File: src/rtl/fci_host_if.sv
// FCI byte bus between the CPLD (slave) and the FPGA (master).
interface fci_host_if;
   logic [1:0] fci_sel;
   logic       fci_dir;
   logic [7:0] fci_in;
   logic [7:0] fci_out;
   logic       fci_oe;

   modport master (output fci_sel, fci_dir, fci_in, input  fci_out, fci_oe);
   modport slave  (input  fci_sel, fci_dir, fci_in, output fci_out, fci_oe);
endinterface

File: src/rtl/fci_host.sv
// CPLD end of the FCI link: latches ZX-BUS cycles, serves them to the FPGA
// byte by byte and stalls CPU reads until the FPGA answers or the timer expires.
//
// state      | meaning
// -----------+-------------------------------------------------------------
// S_IDLE     | waiting for a new (non-INTA) CPU cycle
// S_WR_HOLD  | write latched, held for the FPGA until WR is released
// S_RD_WAIT  | CPU held in WAIT until FPGA returns data or timer expires
// S_RD_DRIVE | WAIT released, data driven to the CPU if one was captured
// S_END      | waiting for every strobe to go low before re-arming
module fci_host #(
   parameter int TIMEOUT = 32,
   parameter bit WAIT_EN = 1'b1
) (
   input  logic        clk,
   input  logic        reset_n,
   input  logic [15:0] z_addr,
   input  logic [7:0]  z_data_in,
   input  logic        z_rd,
   input  logic        z_wr,
   input  logic        z_mrq,
   input  logic        z_iorq,
   input  logic        z_m1,
   output logic [7:0]  z_data_out,
   output logic        z_data_oe,
   output logic        z_wait_n,
   output logic        busy,
   fci_host_if.slave   fci
);

   typedef enum logic [2:0] {
      S_IDLE, S_WR_HOLD, S_RD_WAIT, S_RD_DRIVE, S_END
   } state_t;

   localparam logic [7:0] TIMEOUT_LAST = 8'(TIMEOUT - 1);

   state_t      state, state_nxt;
   logic [4:0]  sync_a, sync_b;
   logic [1:0]  vld_sr;
   logic        armed, start_q, start_raw, start;
   logic        s_rd, s_wr, s_mrq, s_iorq, s_m1;
   logic [15:0] addr;
   logic [7:0]  wdata;
   logic [3:0]  kind;
   logic        m1_lat;
   logic [7:0]  timer;
   logic        data_vld, data_vld_nxt;
   logic        capture, timeout_hit, strobes_idle;

   assign {s_rd, s_wr, s_mrq, s_iorq, s_m1} = sync_b;

   assign start_raw    = (s_rd | s_wr) & (s_mrq | s_iorq) & ~(s_iorq & s_m1);
   assign start        = start_raw & ~start_q & armed;
   assign strobes_idle = ~(s_rd | s_wr | s_mrq | s_iorq);
   assign capture      = ~fci.fci_dir & (fci.fci_sel == 2'b10);
   assign timeout_hit  = (timer == TIMEOUT_LAST);
   assign busy         = (state != S_IDLE);
   assign fci.fci_oe   = fci.fci_dir;

   // armed only goes high once a real (post-reset) sample shows no cycle,
   // so a strobe still held across reset cannot start a cycle.
   always_ff @(posedge clk or negedge reset_n) begin
      if (!reset_n) begin
         sync_a  <= '0;
         sync_b  <= '0;
         vld_sr  <= '0;
         start_q <= 1'b0;
         armed   <= 1'b0;
      end else begin
         sync_a  <= {z_rd, z_wr, z_mrq, z_iorq, z_m1};
         sync_b  <= sync_a;
         vld_sr  <= {vld_sr[0], 1'b1};
         start_q <= start_raw;
         armed   <= armed | (vld_sr[1] & ~start_raw);
      end
   end

   always_comb begin
      state_nxt    = state;
      data_vld_nxt = data_vld;
      case (state)
         S_IDLE: begin
            if (start) begin
               data_vld_nxt = 1'b0;
               state_nxt    = s_rd ? S_RD_WAIT : S_WR_HOLD;
            end
         end
         S_WR_HOLD:  if (!s_wr) state_nxt = S_END;
         S_RD_WAIT: begin
            if (!s_rd) begin
               state_nxt = S_END;
            end else if (capture) begin
               state_nxt    = S_RD_DRIVE;
               data_vld_nxt = 1'b1;
            end else if (timeout_hit) begin
               state_nxt = S_RD_DRIVE;
            end
         end
         S_RD_DRIVE: if (!s_rd) state_nxt = S_END;
         S_END:      if (strobes_idle) state_nxt = S_IDLE;
         default:    state_nxt = S_IDLE;
      endcase
   end

   always_ff @(posedge clk or negedge reset_n) begin
      if (!reset_n) begin
         state       <= S_IDLE;
         data_vld    <= 1'b0;
         addr        <= '0;
         wdata       <= '0;
         kind        <= '0;
         m1_lat      <= 1'b0;
         timer       <= '0;
         z_data_out  <= '0;
         z_data_oe   <= 1'b0;
         z_wait_n    <= 1'b1;
         fci.fci_out <= '0;
      end else begin
         state    <= state_nxt;
         data_vld <= data_vld_nxt;
         if (state == S_IDLE && start) begin
            addr   <= z_addr;
            wdata  <= z_data_in;
            kind   <= {s_rd, s_wr, s_mrq, s_iorq};
            m1_lat <= s_m1;
         end
         if (state == S_RD_WAIT && s_rd && capture)
            z_data_out <= fci.fci_in;
         if (state != S_RD_WAIT)
            timer <= '0;
         else if (timer != 8'hff)
            timer <= timer + 8'd1;
         // Outputs follow the next state so they change on the transition edge.
         z_data_oe <= (state_nxt == S_RD_DRIVE) & data_vld_nxt;
         z_wait_n  <= ~(WAIT_EN & (state_nxt == S_RD_WAIT));
         case (fci.fci_sel)
            2'b00:   fci.fci_out <= addr[7:0];
            2'b01:   fci.fci_out <= addr[15:8];
            2'b10:   fci.fci_out <= wdata;
            default: fci.fci_out <= {kind, m1_lat, 3'b000};
         endcase
      end
   end

endmodule

File: src/flat_wrapper.sv
// flat-port wrapper written by rule: the top's interface ports become plain ports
module fci_host_flat 
#(
   parameter int TIMEOUT = 32,
   parameter bit WAIT_EN = 1'b1
)
  (clk, reset_n, z_addr, z_data_in, z_rd, z_wr, z_mrq, z_iorq, z_m1, z_data_out, z_data_oe, z_wait_n, busy, fci_fci_sel, fci_fci_dir, fci_fci_in, fci_fci_out, fci_fci_oe);
  fci_host_if fci_i ();
  input  logic clk;
  input  logic reset_n;
  input  logic [15:0] z_addr;
  input  logic [7:0] z_data_in;
  input  logic z_rd;
  input  logic z_wr;
  input  logic z_mrq;
  input  logic z_iorq;
  input  logic z_m1;
  output logic [7:0] z_data_out;
  output logic z_data_oe;
  output logic z_wait_n;
  output logic busy;
  input wire logic [$bits(fci_i.fci_sel)-1:0] fci_fci_sel;
  input wire logic [$bits(fci_i.fci_dir)-1:0] fci_fci_dir;
  input wire logic [$bits(fci_i.fci_in)-1:0] fci_fci_in;
  output wire logic [$bits(fci_i.fci_out)-1:0] fci_fci_out;
  output wire logic [$bits(fci_i.fci_oe)-1:0] fci_fci_oe;
  assign fci_i.fci_sel = fci_fci_sel;
  assign fci_i.fci_dir = fci_fci_dir;
  assign fci_i.fci_in = fci_fci_in;
  assign fci_fci_out = fci_i.fci_out;
  assign fci_fci_oe = fci_i.fci_oe;
  fci_host #(.TIMEOUT(TIMEOUT), .WAIT_EN(WAIT_EN)) u_core (.clk(clk), .reset_n(reset_n), .z_addr(z_addr), .z_data_in(z_data_in), .z_rd(z_rd), .z_wr(z_wr), .z_mrq(z_mrq), .z_iorq(z_iorq), .z_m1(z_m1), .z_data_out(z_data_out), .z_data_oe(z_data_oe), .z_wait_n(z_wait_n), .busy(busy), .fci(fci_i));
endmodule
File: config.mk
export PLATFORM = sky130hd
export DESIGN_NAME = fci_host_flat
export DESIGN_NICKNAME = d
export VERILOG_FILES = /design/src/rtl/fci_host_if.sv /design/src/rtl/fci_host.sv /design/src/flat_wrapper.sv
export SDC_FILE = /design/constraint.sdc
export NUM_CORES = 1
export LEC_CHECK = 0
export ABC_AREA = 0
export BUFFER_PORTS_ARGS = -buffer_cell sky130_fd_sc_hd__buf_2
export CAP_MARGIN = 0
export CORE_MARGIN = 3
export CORE_UTILIZATION = 35
export CTS_CLUSTER_DIAMETER = 120
export DETAILED_ROUTE_END_ITERATION = 8
export MAX_ROUTING_LAYER = met4
export PLACE_DENSITY = 0.65
export SYNTH_ARGS = -nofsm -noshare
export SYNTH_HDL_FRONTEND = slang
export SYNTH_SLANG_ARGS = --single-unit
File: constraint.sdc
create_clock -name clk -period 2 [get_ports clk]
set_input_delay 0 -clock clk [delete_from_list [all_inputs] [get_ports clk]]
set_output_delay 0 -clock clk [all_outputs]
set_load 0.05 [all_outputs]
==> results, run 1 <==
- The worst IR drop on VDD is roughly 0.00037 V.
- The largest single stage delay on the critical path is 0.42 ns.
- The count of pins over their slew limit is 0.
- The cell area reported after detailed placement is ~3300 um2.
- In the synthesized netlist, the number of instances is a little under 200.
- The top cell types in the final layout, fill and taps aside, are dfrtp_1, buf_2, dlygate4sd3_1.
- The die height is ~96 um.
- The die covers about 9300 um2.
- Clock-pin slew was measured on the worst setup and hold paths at around 0.08 ns.
- The final layout contains routed wiring with a total length of around 5.5 mm.
- For this design, the CTS-stage hold fixing added 38 buffers.
- Pin placement for this block handled just over 60 I/O pins.
- The clock period could shrink to around 1.8 ns.
- The first global-routing pass estimated ~9.1 mm of wire.
- In this run, post-CTS repair resized a total of 0 instances.
- The placed cell count is ~360.
- The buffer levels on the longest clock path is 2.
- Clock skew on the completed layout was measured at 0.0128 ns.
- The fraction of the core area covered by cells at the end of the flow is 49.8%.
- STA classifies the critical path endpoint as a flop.
- The deepest level of the CTS H-tree is 3.
- The cell sitting at the root of the clock tree is a clkbuf_8.
- The maximum achievable frequency is 0.547 GHz.
- The flow ran to the end, and the final reports show no timing, DRC or antenna violations.
- The tightest min-delay check is of the input port to flop type.
- The first detailed-routing pass ran for 4 iterations.
- Counting every net in the synthesized netlist gives 237.
- The number of endpoints with negative hold slack in the final report is 0.
- The launch instance of the worst min-delay path is fci_fci_sel[1].
- The number of global-route vias before repair is a little under 2000.
- In this run, synthesis inferred 0 flip-flops with an integrated enable.
- The number of antenna violations at the first check in global routing came to 0.
- The netlist uses 37 different library cells.
- A synthesized cell averages ~15 um2.
- In this run the power density over the cells is approximately 1200 nW/um2.
- In this run the remaining antenna-violating nets after routing total 0.
- For this design the static power due to leakage is approximately 1.8 nW.
- The proportion of layout cells with a drive suffix above 1 is between 40% and 50%.
- The aggregate global routing overflow is 0.
- The detailed placer's ending HPWL is approximately 3.7 mm.
- The weighted congestion at the end of routability-driven global placement is about 0.79.
- The final worst-path cycle share is between 90% and 100%.
- The launching instance or port of the critical path is u_core.state[0]$_DFF_PN0_.
- From synthesis to final layout, the design area changed by 36.5%.
- STA puts the critical path data required time at 2.23 ns.
- Setup repair after global routing left no endpoint under its margin.
- The async set-or-reset flop fraction in the synthesized netlist is 100%.
- For this run, the post-layout net count is approximately 350.
- During synthesis, Yosys emitted a total of 0 warnings.
- The number of buffers inserted during clock tree synthesis is 9.
- TritonCTS built the clock tree.
- For this design, the sink count on the clock tree is 73.
- Of all nets on the critical path, the largest fanout is 29.
- The core outline area is 7850 um2.
- The number of vias after detailed routing is about 1900.
- The vias per cell is ~4.6.
- The slowest stage cell on the critical path is dfrtp_1.
- The number of standard-cell rows in the floorplan is 32.
- The signal on the critical path passes through or3_4, a2111oi_4, buf_12, mux2_2.
- The clock reaches the later pin of the worst-skew pair after ~0.35 ns.
- The worst setup timing slack at the placement stage is 0.159 ns.
- Summing all non-filler instances in the final layout gives an area of slightly below 4000 um2.
- The quantity of I/O buffers inserted on ports is 61.
- The total routing usage reported by global routing is between 10% and 20%.
- The tool flagged a number of max-cap violations equal to 0.
- The number of non-filler instances in the completed layout is just over 400.
- The category of the critical setup timing path is flop to flop.
- Setup slack on the critical path of the routed design comes to roughly 0.17 ns.
- Adding up every negative setup slack in the final design gives 0 ns.
- The arrival time at the worst endpoint is 2.06 ns.
- The antenna diode count is 0.
- The effective utilization at floorplan is between 30% and 40%.
- The count of buffers added by post-CTS timing repair for setup is 0.
- The register bit total from synthesis is 73.
- The kind of launch point of the worst setup path is a flop.
- The most common cell after layout, fill and taps aside is dfrtp_1.
- The startpoint identified for the worst register-to-register timing path is u_core.state[0]$_DFF_PN0_.
- The pin count of the biggest net entering global routing is 38.
- The first-iteration detailed-routing DRC count is 40.
- The routed length per instance is 13.4 um.
- The reg-to-reg setup timing slack is between 0.15 and 0.2 ns.
- The post-synth design cell area is around 2900 um2.
- The sequential cell area fraction in the yosys report is 63.8%.
- From left edge to right edge, the die measures between 90 and 100 um.
- After detailed routing, the number of remaining DRC violations is 0.
- The setup violation total in the final timing report is 0.
- The main flop type after synthesis is dfrtp_1.
worst max-delay path: cells and delay by family, from the launching register on:
kind / cells / cell delay [ns]
compound gates: 1 / 0.29
flops: 1 / 0.42
buf+inv: 1 / 0.25
simple gates: 1 / 0.40
mux: 1 / 0.35
sequential cells by signal, summed over array words and instances, names as in the netlist:
name	cells
u_core.z_wait_n	1
u_core.addr	16
u_core.m1_lat	1
u_core.state	3
u_core.wdata	8
u_core.armed	1
u_core.sync_b	5
u_core.kind	4
u_core.data_vld	1
u_core.sync_a	5
u_core.start_q	1
u_core.fci.fci_out	8
u_core.vld_sr	2
u_core.z_data_out	8
u_core.z_data_oe	1
u_core.timer	8
where the power goes:
| part | internal [mW] | total (mW) | switching, mW |
|---|---|---|---|
| registers | 1.92 | 2.13 | 0.206 |
| clock network | 0.586 | 1.17 | 0.583 |
| logic | 0.632 | 1.42 | 0.790 |
| total | 3.14 | 4.72 | 1.58 |
cells in the mapped netlist, types with 2 or more instances:
cell type  instances  area (um2)
nand3_1            2        10.0
a21oi_1            4        20.0
mux2i_1            5        50.1
nor2b_1            2        12.5
buf_6              3        33.8
dfrtp_1           72        1800
nor3_1             4        20.0
buf_2              2        10.0
o21ai_0            9        45.0
nor2_1            10        37.5
nor3b_1            2        15.0
xor2_1             2        17.5
nand2_1           10        37.5
mux4_2             5         113
nor4bb_1           2        20.0
inv_1              4        15.0
mux2_1             2        22.5
mux2_2            35         394
layout make-up:
class | count | area, um2
repair buffers | 106 | 766
well taps | 102 | 128
inverters | 4 | 15.0
clock inverters | 7 | 78.8
multi-input cells | 111 | 971
fillers | 707 | 3940
flip-flops and latches | 73 | 1830
clock buffers | 9 | 124
routing by layer:
metal,share of wire [%],vias up,routed length [um],GRT usage [%]
met1,48,940,2650,17.3
met5,0,-,0,-
met2,45,48,2470,19.3
met4,1.0,0,56,5.14
li1,-,918,-,-
met3,6.1,7,337,4.26
cell families (layout without fill, tap and decap cells):
| kind of cell | after synthesis | count (layout) | synth area share, % |
|---|---|---|---|
| compound gates | 20 | 20 | 4.80 |
| xor+xnor | 2 | 2 | 0.611 |
| fa+ha+maj | 1 | 1 | 0.437 |
| buf+inv | 10 | 126 | 2.31 |
| flops | 73 | 73 | 63.8 |
| mux | 47 | 47 | 20.2 |
| other cells | 1 | 1 | 0.131 |
| simple gates | 40 | 40 | 7.69 |
metrics by stage:
stage | hold slack [ns] | total power [mW]
after floorplan | -0.296 | 3.18
after global placement | -0.00471 | 3.50
after detailed placement | 0.00446 | 3.55
after CTS | 0.00960 | 4.79
after global routing | 0.0232 | 4.99
final | 0.0230 | 4.72
worst paths after layout:
path                                              endpoint  cells past startpoint
setup / recovery                u_core.addr[9]$_DFFE_PN0P_                      4
hold / removal             u_core.fci.fci_out[2]$_DFF_PN0_                      2
setup reg to reg                u_core.addr[9]$_DFFE_PN0P_                      4
hold reg to reg                 u_core.sync_b[2]$_DFF_PN0_                      0
max in group asynchronous      u_core.timer[5]$_DFFE_PN0P_                      3
min in group asynchronous       u_core.addr[3]$_DFFE_PN0P_                      2
No activity file was read; power rests on OpenSTA's default activity.
==> inputs of run 2 (changes only) <==
==> constraint.sdc (replaced) <==
create_clock -name clk -period 2 [get_ports clk]
set_input_delay 0.5 -clock clk [delete_from_list [all_inputs] [get_ports clk]]
set_output_delay 0.5 -clock clk [all_outputs]
set_load 0.05 [all_outputs]
==> run 2 against run 1 <==
Against the previous run: sequential cell count unchanged; die area unchanged; final area down 9.1%; hold slack better by 0.050 ns; total power down 1.8%; sequential power about the same; critical endpoint is now busy.
==> results, run 2 (synthesis results as in run 1) <==
- The total iterations of the first detailed-routing run is 4 (unchanged).
- The count of pins over their slew limit came to 0 (unchanged).
- The maximum achievable frequency was 0.529 GHz (-3.3%).
- The number of antenna violations at the first check in global routing is 0 (unchanged).
- The total routing usage reported by global routing was 11.9% (-1.3 points).
- The quantity of I/O buffers inserted on ports is 61 (unchanged).
- The clock tree root buffer cell is clkbuf_8.
- The aggregate global routing overflow was 0 (unchanged).
- The critical-path maximum fanout is 6 (-79%).
- The net switching power of the design is 1.54 mW (-2.7%).
- The effective utilization at floorplan is 36.5% (unchanged).
- The run finished with clean final reports.
- The total wire length after detailed routing is 5.06 mm (-8.2%).
- The number of nets with antenna violations after detailed routing is 0 (unchanged).
- The buffer levels on the longest clock path came to 2 (unchanged).
- The leakage power figure is 1.65 nW (-7.8%).
- The placed cell count came to 361 (+0.84%).
- The setup TNS was 0 ns (unchanged).
- The setup violation total in the final timing report is 0 (unchanged).
- The design internal power is 3.10 mW (-1.4%).
- Setup repair after global routing left no endpoint under its margin.
- The number of non-filler instances in the completed layout is 377 (-8.5%).
- In the layout the commonest cells are dfrtp_1, buf_2, mux2_2.
- The final hold slack came to 0.0728 ns (+0.0498 ns).
- The clock network fraction of total power is 24.7% (about the same).
- The number of standard-cell rows in the floorplan is 32 (unchanged).
- The worst setup slack after layout is 0.109 ns (-0.0623 ns).
- The core outline area is 7850 um2 (unchanged).
- The clock-pin slew of the registers on the worst-case setup and hold paths is 0.09 ns (about the same).
- The number of global-route vias before repair was 1700 (-13%).
- The first-iteration detailed-routing DRC count is 56 (+40%).
- The share of power burned in combinational logic was 29.5% (-0.6 points).
- The routed length per instance was 13.4 um (+0.29%).
- The layout filler cell count is 727 (+2.8%).
- The antenna diode count came to 0 (unchanged).
- The area used by sequential logic in the layout is 1830 um2 (unchanged).
- The pin count of the biggest net entering global routing is 45 (+18%).
- The signal on the critical path passes through or3_4, buf_2.
- The power density of the placed cells was 1300 nW/um2 (+8.0%).
- The final worst-path cycle share came to 94.6% (+3.1 points).
- The number of buffers inserted during clock tree synthesis is 9 (unchanged).
- The wire length of the first global-routing pass is 8.19 mm (-9.7%).
- The final critical delay including setup and external delays came to 1.89 ns (+0.0623 ns).
- The required time of the critical path is 1.50 ns (-0.73 ns).
- The arrival time at the worst endpoint came to 1.39 ns (-0.67 ns).
- The tightest min-delay check is of the input port to async pin type.
- The final routed DRC violation total is 0 (unchanged).
- The proportion of layout cells with a drive suffix above 1 is 47.6% (+6.3 points).
- The weighted congestion at the end of routability-driven global placement is 0.786 (-0.20%).
- On the critical path, the stage with the largest delay is an instance of dfrtp_1.
- The number of vias after detailed routing is 1786 (-6.6%).
- The worst setup timing slack at the placement stage is 0.164 ns (+0.00523 ns).
- The count of buffers added by post-CTS timing repair for setup was 0 (unchanged).
- The worst IR drop on VDD is 0.000428 V (+15%).
- From synthesis to final layout, the design area changed by 24.0%.
- The number of hold buffers added after CTS is 0 (-100%).
- The die height was 96.5 um (unchanged).
- The number of endpoints with negative hold slack in the final report is 0 (unchanged).
- The later-pin clock latency in the skew report was 0.34 ns (about the same).
- The deepest level of the CTS H-tree was 3 (unchanged).
- The final layout net count came to 313 (-10%).
- The most common cell after layout, fill and taps aside is dfrtp_1.
- More flip-flops sit in one register than any other, and that register is u_core.addr.
- The clock tree from TritonCTS is built.
- The total power is 4.64 mW (-1.8%).
- The vias per cell is 4.74 (+2.0%).
- The flip-flop count of the largest register after layout is 16 (unchanged).
- The cell area reported after detailed placement was 3350 um2 (+0.68%).
- The fraction of the core area covered by cells at the end of the flow is 45.3% (-4.5 points).
- The post-cts resize count was 0 (unchanged).
- The post-route standard cell area excluding fillers is 3550 um2 (-9.1%).
- The part of the power in registers was 45.9% (+0.8 points).
- The switching share of power is 33.1% (-0.31 points).
- The area taken by multi-input logic gates is 971 um2 (unchanged).
- The worst setup path is captured at an output port.
- The kind of launch point of the worst setup path is a flop.
- The clock sink total is 73 (unchanged).
- The total of max-cap violations was 0 (unchanged).
- The die area is 9310 um2 (unchanged).
- The category of the critical setup timing path is flop to output port.
- The detailed placer's ending HPWL came to 3.62 mm (-1.2%).
- The count of pins on the block boundary is 62 (unchanged).
- The chip width is 96.5 um (unchanged).
- The highest cell delay on the worst timing path is 0.43 ns (about the same).
- The largest clock skew in the final design is 0.0112 ns (-0.00164 ns).
[run 2: cell count changes in the layout (fill, tap and decap cells not counted)]
cell	change
buf_4	+3
clkinv_4	+2
clkinvlp_4	-1
dlygate4sd3_1	-38
inv_6	-1
[run 2: worst paths after layout]
check / startpoint / to / slack, ns / depth (start not counted)
worst max-delay path: u_core.state[0]$_DFF_PN0_ / busy / 0.11 / 2
worst min-delay path: reset_n / u_core.fci.fci_out[3]$_DFF_PN0_ / 0.07 / 1
worst max register to register: u_core.state[0]$_DFF_PN0_ / u_core.addr[10]$_DFFE_PN0P_ / 0.16 / 4
worst min register to register: u_core.sync_a[1]$_DFF_PN0_ / u_core.sync_b[1]$_DFF_PN0_ / 0.35 / 0
max in group asynchronous: reset_n / u_core.z_wait_n$_DFF_PN1_ / 1.31 / 2
min in group clk: z_wr / u_core.sync_a[3]$_DFF_PN0_ / 0.27 / 1
[run 2: critical path: cells and delay by family, from the launching register on]
family / cells / cell delay, ns
flip-flops: 1 / 0.43
AND/OR/NAND/NOR: 1 / 0.40
buffers and inverters: 1 / 0.23
[run 2: power by group through the flow]
stage / Combinational (mW) / Sequential [mW] / Clock, mW
after floorplan: 0.657 / 2.52 / 0
after global placement: 1.36 / 2.15 / 0
after detailed placement: 1.38 / 2.16 / 0
after CTS: 1.39 / 2.13 / 1.19
after global routing: 1.47 / 2.19 / 1.25
final: 1.37 / 2.13 / 1.14
[run 2: per-layer routing]
metal / GRT usage (%) / routed length [um] / share of wire (%)
met5: - / 0 / 0
met1: 16.0 / 2380 / 47
met3: 3.64 / 333 / 6.6
met4: 5.49 / 76 / 1.5
met2: 16.7 / 2270 / 45
[run 2: area by class of cell]
class	instances	share of cell area, %
clock inverter	7	2.25
clock buffer	9	3.49
sequential	73	51.4
tap	102	3.59
timing repair buffer	71	11.5
multi-input combinational	111	27.3
inverter	4	0.423
